===== src/rtl/bp_stream_mmio_arb_pkg.sv =====
// bp_stream_mmio_arb_pkg: shared defaults and round-robin index helpers
package bp_stream_mmio_arb_pkg;

    localparam int bp_num_req_default_lp   = 2;
    localparam int bp_data_width_default_lp = 32;
    localparam int bp_pkt_words_default_lp  = 2;
    localparam int bp_rsp_words_default_lp  = 2;
    localparam int bp_order_els_default_lp  = 16;

    // (p + k) mod n for p < n, k <= n; avoids a real divider in the scan
    function automatic int bp_rr_add(input int p, input int k, input int n);
        return (p + k >= n) ? p + k - n : p + k;
    endfunction

    function automatic int bp_rr_inc(input int p, input int n);
        return bp_rr_add(p, 1, n);
    endfunction

endpackage


===== src/rtl/bp_stream_mmio_arb_fifo.sv =====
// bsg_fifo_1r1w_small: small circular FIFO, valid/ready in, valid/yumi out
module bsg_fifo_1r1w_small
    import bp_stream_mmio_arb_pkg::*;
#(
    parameter int width_p = 1,
    parameter int els_p   = 16
) (
    input  logic               clk_i,
    input  logic               reset_i,
    input  logic               v_i,
    input  logic [width_p-1:0] data_i,
    output logic               ready_o,
    output logic               v_o,
    output logic [width_p-1:0] data_o,
    input  logic               yumi_i
);

    localparam int lg_els_lp = (els_p > 1) ? $clog2(els_p) : 1;
    localparam int lg_cnt_lp = $clog2(els_p + 1);

    logic [width_p-1:0]   mem_r [els_p];
    logic [lg_els_lp-1:0] wptr_r, rptr_r;
    logic [lg_cnt_lp-1:0] cnt_r;
    logic                 enq, deq;

    // fullness comes only from the registered count, never from a same-cycle pop
    always_comb begin
        ready_o = cnt_r != lg_cnt_lp'(els_p);
        v_o     = cnt_r != '0;
        enq     = v_i & ready_o;
        deq     = yumi_i & v_o;
        data_o  = mem_r[rptr_r];
    end

    // storage needs no reset; occupancy is tracked by the pointers and count
    always_ff @(posedge clk_i) begin
        if (enq)
            mem_r[wptr_r] <= data_i;
    end

    // pointer and occupancy bookkeeping
    always_ff @(posedge clk_i or posedge reset_i) begin
        if (reset_i) begin
            wptr_r <= '0;
            rptr_r <= '0;
            cnt_r  <= '0;
        end else begin
            if (enq)
                wptr_r <= lg_els_lp'(bp_rr_inc(int'(wptr_r), els_p));
            if (deq)
                rptr_r <= lg_els_lp'(bp_rr_inc(int'(rptr_r), els_p));
            cnt_r <= cnt_r + lg_cnt_lp'(enq) - lg_cnt_lp'(deq);
        end
    end

endmodule


===== src/rtl/bp_stream_mmio_arb.sv =====
// bp_stream_mmio_arb: round-robin packet arbiter onto one host stream with in-order response steering
module bp_stream_mmio_arb
    import bp_stream_mmio_arb_pkg::*;
#(
    parameter int num_req_p           = bp_num_req_default_lp,
    parameter int stream_data_width_p = bp_data_width_default_lp,
    parameter int pkt_words_p         = bp_pkt_words_default_lp,
    parameter int rsp_words_p         = bp_rsp_words_default_lp,
    parameter int order_els_p         = bp_order_els_default_lp
) (
    input  logic                                     clk_i,
    input  logic                                     reset_i,
    input  logic [num_req_p-1:0]                     req_v_i,
    input  logic [num_req_p*stream_data_width_p-1:0] req_data_i,
    input  logic [num_req_p-1:0]                     req_rsp_i,
    output logic [num_req_p-1:0]                     req_yumi_o,
    output logic                                     host_v_o,
    output logic [stream_data_width_p-1:0]           host_data_o,
    input  logic                                     host_ready_and_i,
    input  logic                                     host_v_i,
    input  logic [stream_data_width_p-1:0]           host_data_i,
    output logic                                     host_ready_o,
    output logic [num_req_p-1:0]                     rsp_v_o,
    output logic [stream_data_width_p-1:0]           rsp_data_o,
    input  logic [num_req_p-1:0]                     rsp_ready_i
);

    localparam int lg_num_req_lp   = $clog2(num_req_p);
    localparam int lg_pkt_words_lp = (pkt_words_p > 1) ? $clog2(pkt_words_p) : 1;
    localparam int lg_rsp_words_lp = (rsp_words_p > 1) ? $clog2(rsp_words_p) : 1;

    typedef enum logic {e_idle, e_busy} state_e;

    state_e                     state_r;
    logic [lg_num_req_lp-1:0]   rr_ptr_r, gnt_r, scan_g, cur_g, q_head;
    logic [lg_pkt_words_lp-1:0] cnt_r;
    logic [lg_rsp_words_lp-1:0] rcnt_r;
    logic                       scan_v, busy, xfer, push, last_word;
    logic                       q_ready, q_v, rxfer, pop;

    // first eligible requester at or after rr_ptr_r; reads are skipped while the order queue is full
    always_comb begin
        scan_v = 1'b0;
        scan_g = '0;
        for (int k = num_req_p - 1; k >= 0; k--) begin
            if (req_v_i[bp_rr_add(int'(rr_ptr_r), k, num_req_p)]
                && (!req_rsp_i[bp_rr_add(int'(rr_ptr_r), k, num_req_p)] || q_ready)) begin
                scan_v = 1'b1;
                scan_g = lg_num_req_lp'(bp_rr_add(int'(rr_ptr_r), k, num_req_p));
            end
        end
    end

    // command path: the grant is held for the whole packet, data passes straight through
    always_comb begin
        busy        = state_r == e_busy;
        cur_g       = busy ? gnt_r : scan_g;
        host_v_o    = ~reset_i & (busy ? req_v_i[gnt_r] : scan_v);
        host_data_o = req_data_i[int'(cur_g)*stream_data_width_p +: stream_data_width_p];
        xfer        = host_v_o & host_ready_and_i;
        req_yumi_o  = xfer ? (num_req_p'(1) << cur_g) : '0;
        push        = xfer & ~busy & req_rsp_i[cur_g];
        last_word   = cnt_r == lg_pkt_words_lp'(pkt_words_p - 1);
    end

    // packet FSM: IDLE grants on the scan, BUSY counts words until the packet is done
    always_ff @(posedge clk_i or posedge reset_i) begin
        if (reset_i) begin
            state_r  <= e_idle;
            gnt_r    <= '0;
            cnt_r    <= '0;
            rr_ptr_r <= '0;
        end else if (xfer) begin
            if (!busy) begin
                if (pkt_words_p > 1) begin
                    state_r <= e_busy;
                    gnt_r   <= cur_g;
                    cnt_r   <= lg_pkt_words_lp'(1);
                end else begin
                    rr_ptr_r <= lg_num_req_lp'(bp_rr_inc(int'(cur_g), num_req_p));
                end
            end else if (last_word) begin
                rr_ptr_r <= lg_num_req_lp'(bp_rr_inc(int'(gnt_r), num_req_p));
                cnt_r    <= '0;
                state_r  <= e_idle;
            end else begin
                cnt_r <= cnt_r + 1'b1;
            end
        end
    end

    // response path: steer host words to the oldest outstanding reader
    always_comb begin
        rsp_v_o      = (host_v_i & q_v) ? (num_req_p'(1) << q_head) : '0;
        rsp_data_o   = host_data_i;
        host_ready_o = q_v & rsp_ready_i[q_head];
        rxfer        = host_v_i & host_ready_o;
        pop          = rxfer & (rcnt_r == lg_rsp_words_lp'(rsp_words_p - 1));
    end

    // response word counter; the queue entry retires with the final word
    always_ff @(posedge clk_i or posedge reset_i) begin
        if (reset_i)
            rcnt_r <= '0;
        else if (rxfer)
            rcnt_r <= pop ? '0 : rcnt_r + 1'b1;
    end

    bsg_fifo_1r1w_small #(
        .width_p(lg_num_req_lp),
        .els_p  (order_els_p)
    ) order_q (
        .clk_i  (clk_i),
        .reset_i(reset_i),
        .v_i    (push),
        .data_i (cur_g),
        .ready_o(q_ready),
        .v_o    (q_v),
        .data_o (q_head),
        .yumi_i (pop)
    );

endmodule


===== config.mk =====
export PLATFORM = sky130hd
export DESIGN_NAME = bp_stream_mmio_arb
export DESIGN_NICKNAME = d
export VERILOG_FILES = /design/src/rtl/bp_stream_mmio_arb_pkg.sv /design/src/rtl/bp_stream_mmio_arb_fifo.sv /design/src/rtl/bp_stream_mmio_arb.sv
export SDC_FILE = /design/constraint.sdc
export NUM_CORES = 1
export LEC_CHECK = 0
export ABC_AREA = 1
export CAP_MARGIN = 20
export CORE_MARGIN = 4
export CORE_UTILIZATION = 37
export CTS_CLUSTER_SIZE = 25
export DETAILED_ROUTE_END_ITERATION = 6
export PLACE_DENSITY = 0.93
export SLEW_MARGIN = 10
export SYNTH_ARGS = -nofsm -noshare
export SYNTH_HDL_FRONTEND = slang
export SYNTH_SLANG_ARGS = --single-unit

===== constraint.sdc =====
create_clock -name clk_i -period 3.7 [get_ports clk_i]
set_clock_uncertainty 0.15 [all_clocks]
set_input_delay 0.37 -clock clk_i [delete_from_list [all_inputs] [get_ports clk_i]]
set_output_delay 0.37 -clock clk_i [all_outputs]
set_load 0.1 [all_outputs]

==> impl_metrics.toml, run 1 <==
[critical_path]
path_cells = "inv_2 -> nand2_1 -> nand2_1 -> nand2_1 -> nand3_1 -> nand3_1 -> nand3_1 -> nand2_1 -> nor2_4 -> nand3_2 -> inv_1 -> ha_1 -> inv_1 -> ha_1 -> inv_1 -> fa_1 -> o21ai_0 -> a21oi_1 -> xor2_1"
worst_path_max_delay_cell = "dfrtp_2"
path_common_cell = "nand2_1"
end_kind = "flip-flop"
cp.arrival_ns = 3.42
cp.required_ns = 3.71
max_stage_delay_ns = 0.48
crit_fanout = 12
critical_path_class = "reg -> reg"
critPathLaunchType = "flip-flop"

[routing]
drt-total-wl_mm = 7.43
wl_per_cell_um = 13.3
detail-route-antenna-nets = 0
vias_per_cell = 4.60
dr.first_iter.drc_count = 128
dr.pass1.iters = 6
vias = 2578
route.detailed.drc = 0

[placed_design]
gp_congestion = 0.885
io_buffers = 111
placed_area_mm2 = 0.00396
dpl.hpwl_mm = 6.29
dp_slack_ns = 0.343

[clocking]
path_clk_slew_ns = 0.07
clockBufferDepth = 2
cts_setup_buffers = 0
insertion_delay_ns = 0.29
ctsHoldBuffers = 0
clockRootBuffer = "clkbuf_8"
cts.sinks = 33
ctsHtreeMaxLevel = 2
cts_tree = "built"
cts_buffers = 5

[timing]
relSlewSlack_pct = 56.1
period_share_pct = 91.9
final_hold_viol_count = 0
max_freq_mhz = 294
min_period_ns = 3.40
finalSetupViolCount = 0
worstMarginPinSlew_ns = 0.657
rsz0062_at_grt = "no"
finalMaxSlewViolations = 0
worst_slack_ns = 0.299
tns_ns = 0

[floorplanning]
row_count = 30
fp.dieH_um = 93.6
core-area_mm2 = 0.00694
die_w_um = 93.6
io_pins = 176
die-area_mm2 = 0.00876
start_util_pct = 39.0

[synthesis]
yosysWarningCount = 0
ys_seq_area_share_pct = 33.4
synthCells = 386
synth.distinct_cells = 30
syn-num-nets = 504
netlist_area_mm2 = 0.00271
syn_area_per_cell_um2 = 7.02
synth.ff_latch_count = 33

[global_route]
grt_usage_pct = 17.4
antenna_found_initial = 0
grt_pass1_wl_mm = 12.0
grt_overflow = 0
grt_max_degree = 35
grt_pass1_vias = 2623

[final_layout]
final_area_mm2 = 0.00406
diodes = 0
fin_util_pct = 58.4
fill_cells = 559
multi_input_comb_area_mm2 = 0.00134
final-seq-area_um2 = 907
nNetsFinal = 581
drive_gt1_share_pct = 16.2
syn_to_final_growth_pct = 49.7

[status]
status = "finished clean"

[min_path]
hold_class = "in -> async"

[job]
drv_cap = 0
-- cells in the final DEF, fill, tap and decap left out, drive strengths merged --
master	count
nand4	10
clkbuf	8
nand2	175
clkdlybuf4s50	73
nor2	26
o21ai	8
ha	11
fa	1
nand3	19
dfrtp	17
xnor2	1
buf	40
xor2	7
inv	42
nand3b	1
edfxtp	16
o31ai	1
a21oi	8
-- state kept, by name, indices dropped and copies added (netlist names) --
register	count
order_q.wptr_r	4
busy	1
rcnt_r	1
order_q.rptr_r	4
order_q.cnt_r	5
gnt_r	1
rr_ptr_r	1
order_q.mem_r	16
-- path summary, 6_finish.rpt --
check                      depth (start not counted)  slack (ns)                 to              start
min in group clk_i                                 2        0.39  order_q.rptr_r[3]  order_q.rptr_r[3]
min                                                2        0.35              gnt_r            reset_i
max in group asynchronous                          2        2.59  order_q.rptr_r[0]            reset_i
max reg2reg                                       19        0.30   order_q.cnt_r[4]  order_q.rptr_r[0]
max                                               19        0.30   order_q.cnt_r[4]  order_q.rptr_r[0]
min reg2reg                                        2        0.39  order_q.rptr_r[3]  order_q.rptr_r[3]
-- what timing repair did --
item	4_1_cts	5_1_grt
resized for setup	0	2
endpoints found under the setup margin	0	1
endpoints found under the hold margin	0	0
-- critical path, delay by kind of cell, from the launching register on --
kind                       cells  cell delay, ns
AOI/OAI and AO/OA              2            0.33
xor gates and xnor gates       1            0.15
DFF                            1            0.48
adders and majority gates      3            0.83
and+or+nand+nor                9            1.00
buffers and inverters          4            0.36
-- stage by stage --
step                instances  hold WS [ns]
CTS                       560         0.365
detailed placement        552         0.376
global route              560         0.405
global placement          552         0.356
finish                    560         0.346
floorplan                 386         0.146
-- kinds of logic (layout without fill, tap and decap cells) --
| group | count (synthesis) | count (layout) | synth area share, % |
|---|---|---|---|
| and+or+nand+nor | 231 | 231 | 37.3 |
| buffers and inverters | 85 | 163 | 17.3 |
| DFF | 33 | 33 | 33.4 |
| AOI/OAI and AO/OA | 17 | 17 | 3.51 |
| adders and majority gates | 12 | 12 | 5.82 |
| xor gates and xnor gates | 8 | 8 | 2.59 |
-- synthesized netlist by cell type, drive strengths merged --
cell type  instances  share of area (%)
buf               42                 11
dfrtp             17                 16
xor2               7                2.3
nand4             10                2.3
nand3b             1               0.28
a21oi              8                1.5
clkbuf             1               0.14
nand2            175                 25
inv               42                5.8
xnor2              1               0.32
edfxtp            16                 18
o21ai              8                1.8
nand3             19                4.5
o31ai              1               0.28
ha                11                5.1
fa                 1               0.74
nor2              26                5.2
-- routing by layer --
metal  track usage, %  part of all wire, %  routed length (µm)  vias up
met5                0                    0                   0        -
met4             8.42                  3.2                 235        0
met3             8.29                   12                 892       19
met2             31.7                   51                3810      118
met1             16.1                   34                2490     1126
li1                 -                    -                   -     1315
-- cell type report --
| type | count | share of cell area [%] |
|---|---|---|
| Inverter | 42 | 3.89 |
| Multi-Input combinational cell | 268 | 33.0 |
| Tap cell | 96 | 2.96 |
| Sequential cell | 33 | 22.4 |
| Timing Repair Buffer | 113 | 35.6 |
| Clock buffer | 8 | 2.22 |
Power of run 1 is left out: the tool's default activity adds up to more than one toggle a clock period on the data nets, which glitch-free logic cannot reach.
==> inputs of run 2 (changes only) <==
--- a/config.mk
+++ b/config.mk
@@ -6,12 +6,11 @@
 export NUM_CORES = 1
 export LEC_CHECK = 0
 export ABC_AREA = 1
-export CAP_MARGIN = 20
 export CORE_MARGIN = 4
 export CORE_UTILIZATION = 37
 export CTS_CLUSTER_SIZE = 25
 export DETAILED_ROUTE_END_ITERATION = 6
-export PLACE_DENSITY = 0.93
+export PLACE_DENSITY_LB_ADDON = 0.05
 export SLEW_MARGIN = 10
 export SYNTH_ARGS = -nofsm -noshare
 export SYNTH_HDL_FRONTEND = slang
==> run 2 against run 1 <==
Die area stayed put. Final area shrank 0.22%. Critical path type unchanged. Highest routed layer unchanged. Utilization fell by 0.13 points. Routed wire length decreased by 4.9%. Sequential cell count unchanged.
==> impl_metrics.toml, run 2 (synthesized netlist as in run 1, its figures left out) <==
[status]
status = "finished clean"

[timing]
max_freq_mhz = 305
period_share_pct = 88.8
finalSetupViolCount = 0
min_period_ns = 3.28
tns_ns = 0
rsz0062_at_grt = "no"
worstMarginPinSlew_ns = 0.653
finalMaxSlewViolations = 0
final_hold_viol_count = 0
holdWs_ns = 0.348
relSlewSlack_pct = 56.4

[routing]
drt-total-wl_mm = 7.06
wl_met3_um = 643
detail-route-antenna-nets = 0
vias_per_cell = 4.44
route.detailed.drc = 0
wl_per_cell_um = 12.6
vias = 2484
met1Wirelength_mm = 2.87
dr.first_iter.drc_count = 76
routed.top_layer = "met4"
route.met2.wl_mm = 3.45
dr.pass1.iters = 4

[global_route]
grt_usage_pct = 15.8
antenna_found_initial = 0
grt_pass1_vias = 2412
grt_max_degree = 34
grt_overflow = 0
grt_pass1_wl_mm = 10.9

[clocking]
ctsHoldBuffers = 0
cts_tree = "built"
insertion_delay_ns = 0.29
clockBufferDepth = 2
path_clk_slew_ns = 0.07
cts.sinks = 33
ctsResizeCount = 0
clockRootBuffer = "clkbuf_8"
ctsHtreeMaxLevel = 2
cts_setup_buffers = 0
cts_buffers = 5

[critical_path]
path_common_cell = "nand2_1"
end_kind = "flip-flop"
cp.required_ns = 3.71
reg2reg_depth = 19
cp.arrival_ns = 3.30
max_stage_delay_ns = 0.49
r2r-end = "order_q.cnt_r[4]"
reg2reg_from = "order_q.rptr_r[0]"
critPathLaunchType = "flip-flop"
path_cells = "inv_2 -> nand2_1 -> nand2_1 -> nand2_1 -> nand3_1 -> nand3_1 -> nand3_1 -> nand2_1 -> nor2_4 -> nand3_2 -> inv_1 -> ha_1 -> inv_1 -> ha_1 -> inv_1 -> fa_1 -> o21ai_0 -> a21oi_1 -> xor2_1"
worst_path_max_delay_cell = "dfrtp_2"
rrSetupSlack_ns = 0.42
critical_path_class = "reg -> reg"
crit_fanout = 12

[final_layout]
largest_reg_flops = 16
top_regs = "order_q.mem_r x16, order_q.cnt_r x5"
final-seq-area_um2 = 907
diodes = 0
largest_register = "order_q.mem_r"
drive_gt1_share_pct = 16.4
layout_commonest_cell = "nand2_1"
nNetsFinal = 581
most-common-layout-cells = "nand2_1 (170), clkdlybuf4s50_1 (73), inv_1 (37)"
fill_cells = 619
syn_to_final_growth_pct = 49.4
multi_input_comb_area_mm2 = 0.00134

[floorplanning]
fp.dieH_um = 93.6
io_pins = 176
start_util_pct = 39.0
core-area_mm2 = 0.00694
die-area_mm2 = 0.00876
die_w_um = 93.6
row_count = 30

[placed_design]
gp_congestion = 0.819
dpl.hpwl_mm = 5.94
io_buffers = 111

[min_path]
hold_class = "in -> async"

[job]
drv_cap = 0
## run 2: critical path, delay by kind of cell (launching register included)
family | cells | cell delay, ns
and+or+nand+nor | 9 | 0.90
adders and majority gates | 3 | 0.82
xor gates and xnor gates | 1 | 0.16
AOI/OAI and AO/OA | 2 | 0.29
buffers and inverters | 4 | 0.35
DFF | 1 | 0.49
## run 2: layer usage
| layer | global-route usage (%) | vias up |
|---|---|---|
| met1 | 18.3 | 1083 |
| met4 | 5.42 | 0 |
| met2 | 26.7 | 79 |
| li1 | - | 1313 |
| met5 | 0 | - |
| met3 | 6.19 | 9 |
## run 2: final cells by class
| type | instances | share of cell area (%) |
|---|---|---|
| repair buffers | 113 | 35.7 |
| multi-input cells | 268 | 33.0 |
| flip-flops and latches | 33 | 22.4 |
| inverters | 42 | 3.89 |
| well taps | 96 | 2.97 |
| clock buffers | 5 | 1.70 |
| clock inverters | 3 | 0.402 |
## run 2: worst max path at each step
stage	startpoint	to	cells past startpoint
CTS	order_q.rptr_r[0]	order_q.cnt_r[4]	18
detailed placement	order_q.rptr_r[0]	order_q.cnt_r[4]	18
finish	order_q.rptr_r[0]	order_q.cnt_r[4]	19
floorplan	order_q.cnt_r[2]	req_yumi_o[1]	11
global route	order_q.rptr_r[0]	order_q.cnt_r[4]	19
global placement	order_q.rptr_r[0]	order_q.cnt_r[4]	18
## run 2: through the flow
stage	area, µm²	instances	util, %	setup slack, ns
after CTS	4050	560	58.3	0.318
after global placement	3960	552	57.1	0.469
final	4050	560	58.3	0.416
after detailed placement	3960	552	57.1	0.342
after global routing	4050	560	58.3	0.0435
after floorplan	2710	386	-	0.0567
Power of run 2 is left out for the same reason.
==> inputs of run 3 (changes only) <==
--- a/config.mk
+++ b/config.mk
@@ -6,11 +6,14 @@
 export NUM_CORES = 1
 export LEC_CHECK = 0
 export ABC_AREA = 1
+export CELL_PAD_IN_SITES_DETAIL_PLACEMENT = 0
+export CELL_PAD_IN_SITES_GLOBAL_PLACEMENT = 1
 export CORE_MARGIN = 4
-export CORE_UTILIZATION = 37
+export CORE_UTILIZATION = 24
 export CTS_CLUSTER_SIZE = 25
 export DETAILED_ROUTE_END_ITERATION = 6
-export PLACE_DENSITY_LB_ADDON = 0.05
+export HOLD_SLACK_MARGIN = 0.12
+export PLACE_DENSITY_LB_ADDON = 0.1
 export SLEW_MARGIN = 10
 export SYNTH_ARGS = -nofsm -noshare
 export SYNTH_HDL_FRONTEND = slang
==> run 3 against run 2 <==
Die area grew 49%. Setup slack lost 0.012 ns. Count of clock-buffer cells in the layout increased by 1. Sequential cell count unchanged. Register-to-register slack barely moved.
==> impl_metrics.toml, run 3 (synthesized netlist as in run 1, its figures left out) <==
[final_layout]
syn_to_final_growth_pct = 53.6
nNetsFinal = 582
top_regs = "order_q.mem_r x16, order_q.cnt_r x5"
layout_commonest_cell = "nand2_1"
largest_reg_flops = 16
largest_register = "order_q.mem_r"
most-common-layout-cells = "nand2_1 (170), clkdlybuf4s50_1 (73), inv_1 (37)"
diodes = 0
fill_cells = 1132
drive_gt1_share_pct = 16.1

[routing]
drt-total-wl_mm = 7.32
wl_per_cell_um = 12.1
detail-route-antenna-nets = 0
vias_per_cell = 4.14
dr.first_iter.drc_count = 91
vias = 2505
route.detailed.drc = 0
dr.pass1.iters = 4

[timing]
min_period_ns = 3.30
holdWs_ns = 0.375
relSlewSlack_pct = 52.5
final_hold_viol_count = 0
finalSetupViolCount = 0
rsz0062_at_grt = "no"
max_freq_mhz = 303
period_share_pct = 89.1
worstMarginPinSlew_ns = 0.711
tns_ns = 0
finalMaxSlewViolations = 0

[critical_path]
max_stage_delay_ns = 0.55
cp.arrival_ns = 3.30
critical_path_class = "reg -> reg"
end_kind = "flip-flop"
path_common_cell = "nand3_1"
worst_path_max_delay_cell = "dfrtp_1"
crit_fanout = 12
cp.required_ns = 3.71
path_cells = "inv_2 -> nand2_1 -> nand3_1 -> nand3_1 -> nand3_1 -> nand3_1 -> nand2_1 -> nor2_4 -> nand3_2 -> inv_1 -> ha_1 -> inv_1 -> ha_1 -> inv_1 -> fa_1 -> o21ai_0 -> a21oi_1 -> xor2_1"
critPathLaunchType = "flip-flop"
path_buf_inv = 4
path_delay_family = "simple AND/OR/NAND/NOR gates"

[clocking]
cts_tree = "built"
insertion_delay_ns = 0.28
cts_buffers = 5
path_clk_slew_ns = 0.05
ctsHoldBuffers = 0
cts.sinks = 33
cts_setup_buffers = 0
ctsHtreeMaxLevel = 2
clockBufferDepth = 2
ctsResizeCount = 0
clockRootBuffer = "clkbuf_16"

[floorplanning]
die-area_mm2 = 0.0131
die_w_um = 114
start_util_pct = 24.8
fp.dieH_um = 114
core-area_mm2 = 0.0109
row_count = 38
io_pins = 176

[global_route]
grt_overflow = 0
antenna_found_initial = 0
grt_max_degree = 34
grt_pass1_vias = 2567
grt_usage_pct = 11.5
grt_pass1_wl_mm = 12.1

[placed_design]
gp_congestion = 0.794
io_buffers = 111
dpl.hpwl_mm = 6.06

[job]
drv_cap = 0

[min_path]
hold_class = "reg -> reg"

[status]
status = "finished clean"
## run 3: cell count changes in the layout (fill, tap and decap cells not counted), sizes merged
cell and change:
inv -1, clkbuf +1, buf +1
## run 3: worst register-to-register path, cell delays in order, from the launching register on
cell and delay (ns):
dfrtp_1 0.55, inv_2 0.15, nand2_1 0.09, nand3_1 0.06
nand3_1 0.09, nand3_1 0.13, nand3_1 0.11, nand2_1 0.08
nor2_4 0.18, nand3_2 0.14, inv_1 0.08, ha_1 0.22
inv_1 0.05, ha_1 0.15, inv_1 0.06, fa_1 0.45
o21ai_0 0.18, a21oi_1 0.09, xor2_1 0.14
## run 3: layout make-up
cell class	count	area [µm²]	area share (%)
Inverter	42	158	3.79
Tap cell	140	175	4.21
Sequential cell	33	906	21.8
Clock buffer	6	129	3.09
Multi-Input combinational cell	268	1340	32.1
Clock inverter	2	10.0	0.240
Timing Repair Buffer	114	1450	34.9
## run 3: through the flow
step | utilization, % | instances | setup WS [ns] | instance area (µm²)
2_1_floorplan | - | 386 | 0.0567 | 2710
5_1_grt | 38.1 | 605 | 0.0715 | 4160
3_5_place_dp | 36.8 | 597 | 0.378 | 4030
6_report | 38.1 | 605 | 0.404 | 4160
4_1_cts | 38.1 | 605 | 0.368 | 4160
3_3_place_gp | 36.8 | 597 | 0.449 | 4030
## run 3: final timing paths
path	from	end	slack, ns	depth (start not counted)
worst max-delay path	order_q.rptr_r[0]	order_q.cnt_r[4]	0.40	18
worst min-delay path	gnt_r	rr_ptr_r	0.37	1
worst max register to register	order_q.rptr_r[0]	order_q.cnt_r[4]	0.40	18
worst min register to register	gnt_r	rr_ptr_r	0.37	1
max in group asynchronous	reset_i	order_q.wptr_r[0]	2.54	2
min in group asynchronous	reset_i	rr_ptr_r	0.41	2
## run 3: metal layers
metal,track usage [%],vias to the layer above,routed length [µm]
met5,0,-,0
met4,3.25,0,74
met3,7.77,4,1070
met2,18.4,112,3330
met1,12.5,1073,2850
li1,-,1316,-
Power of run 3 is left out for the same reason.
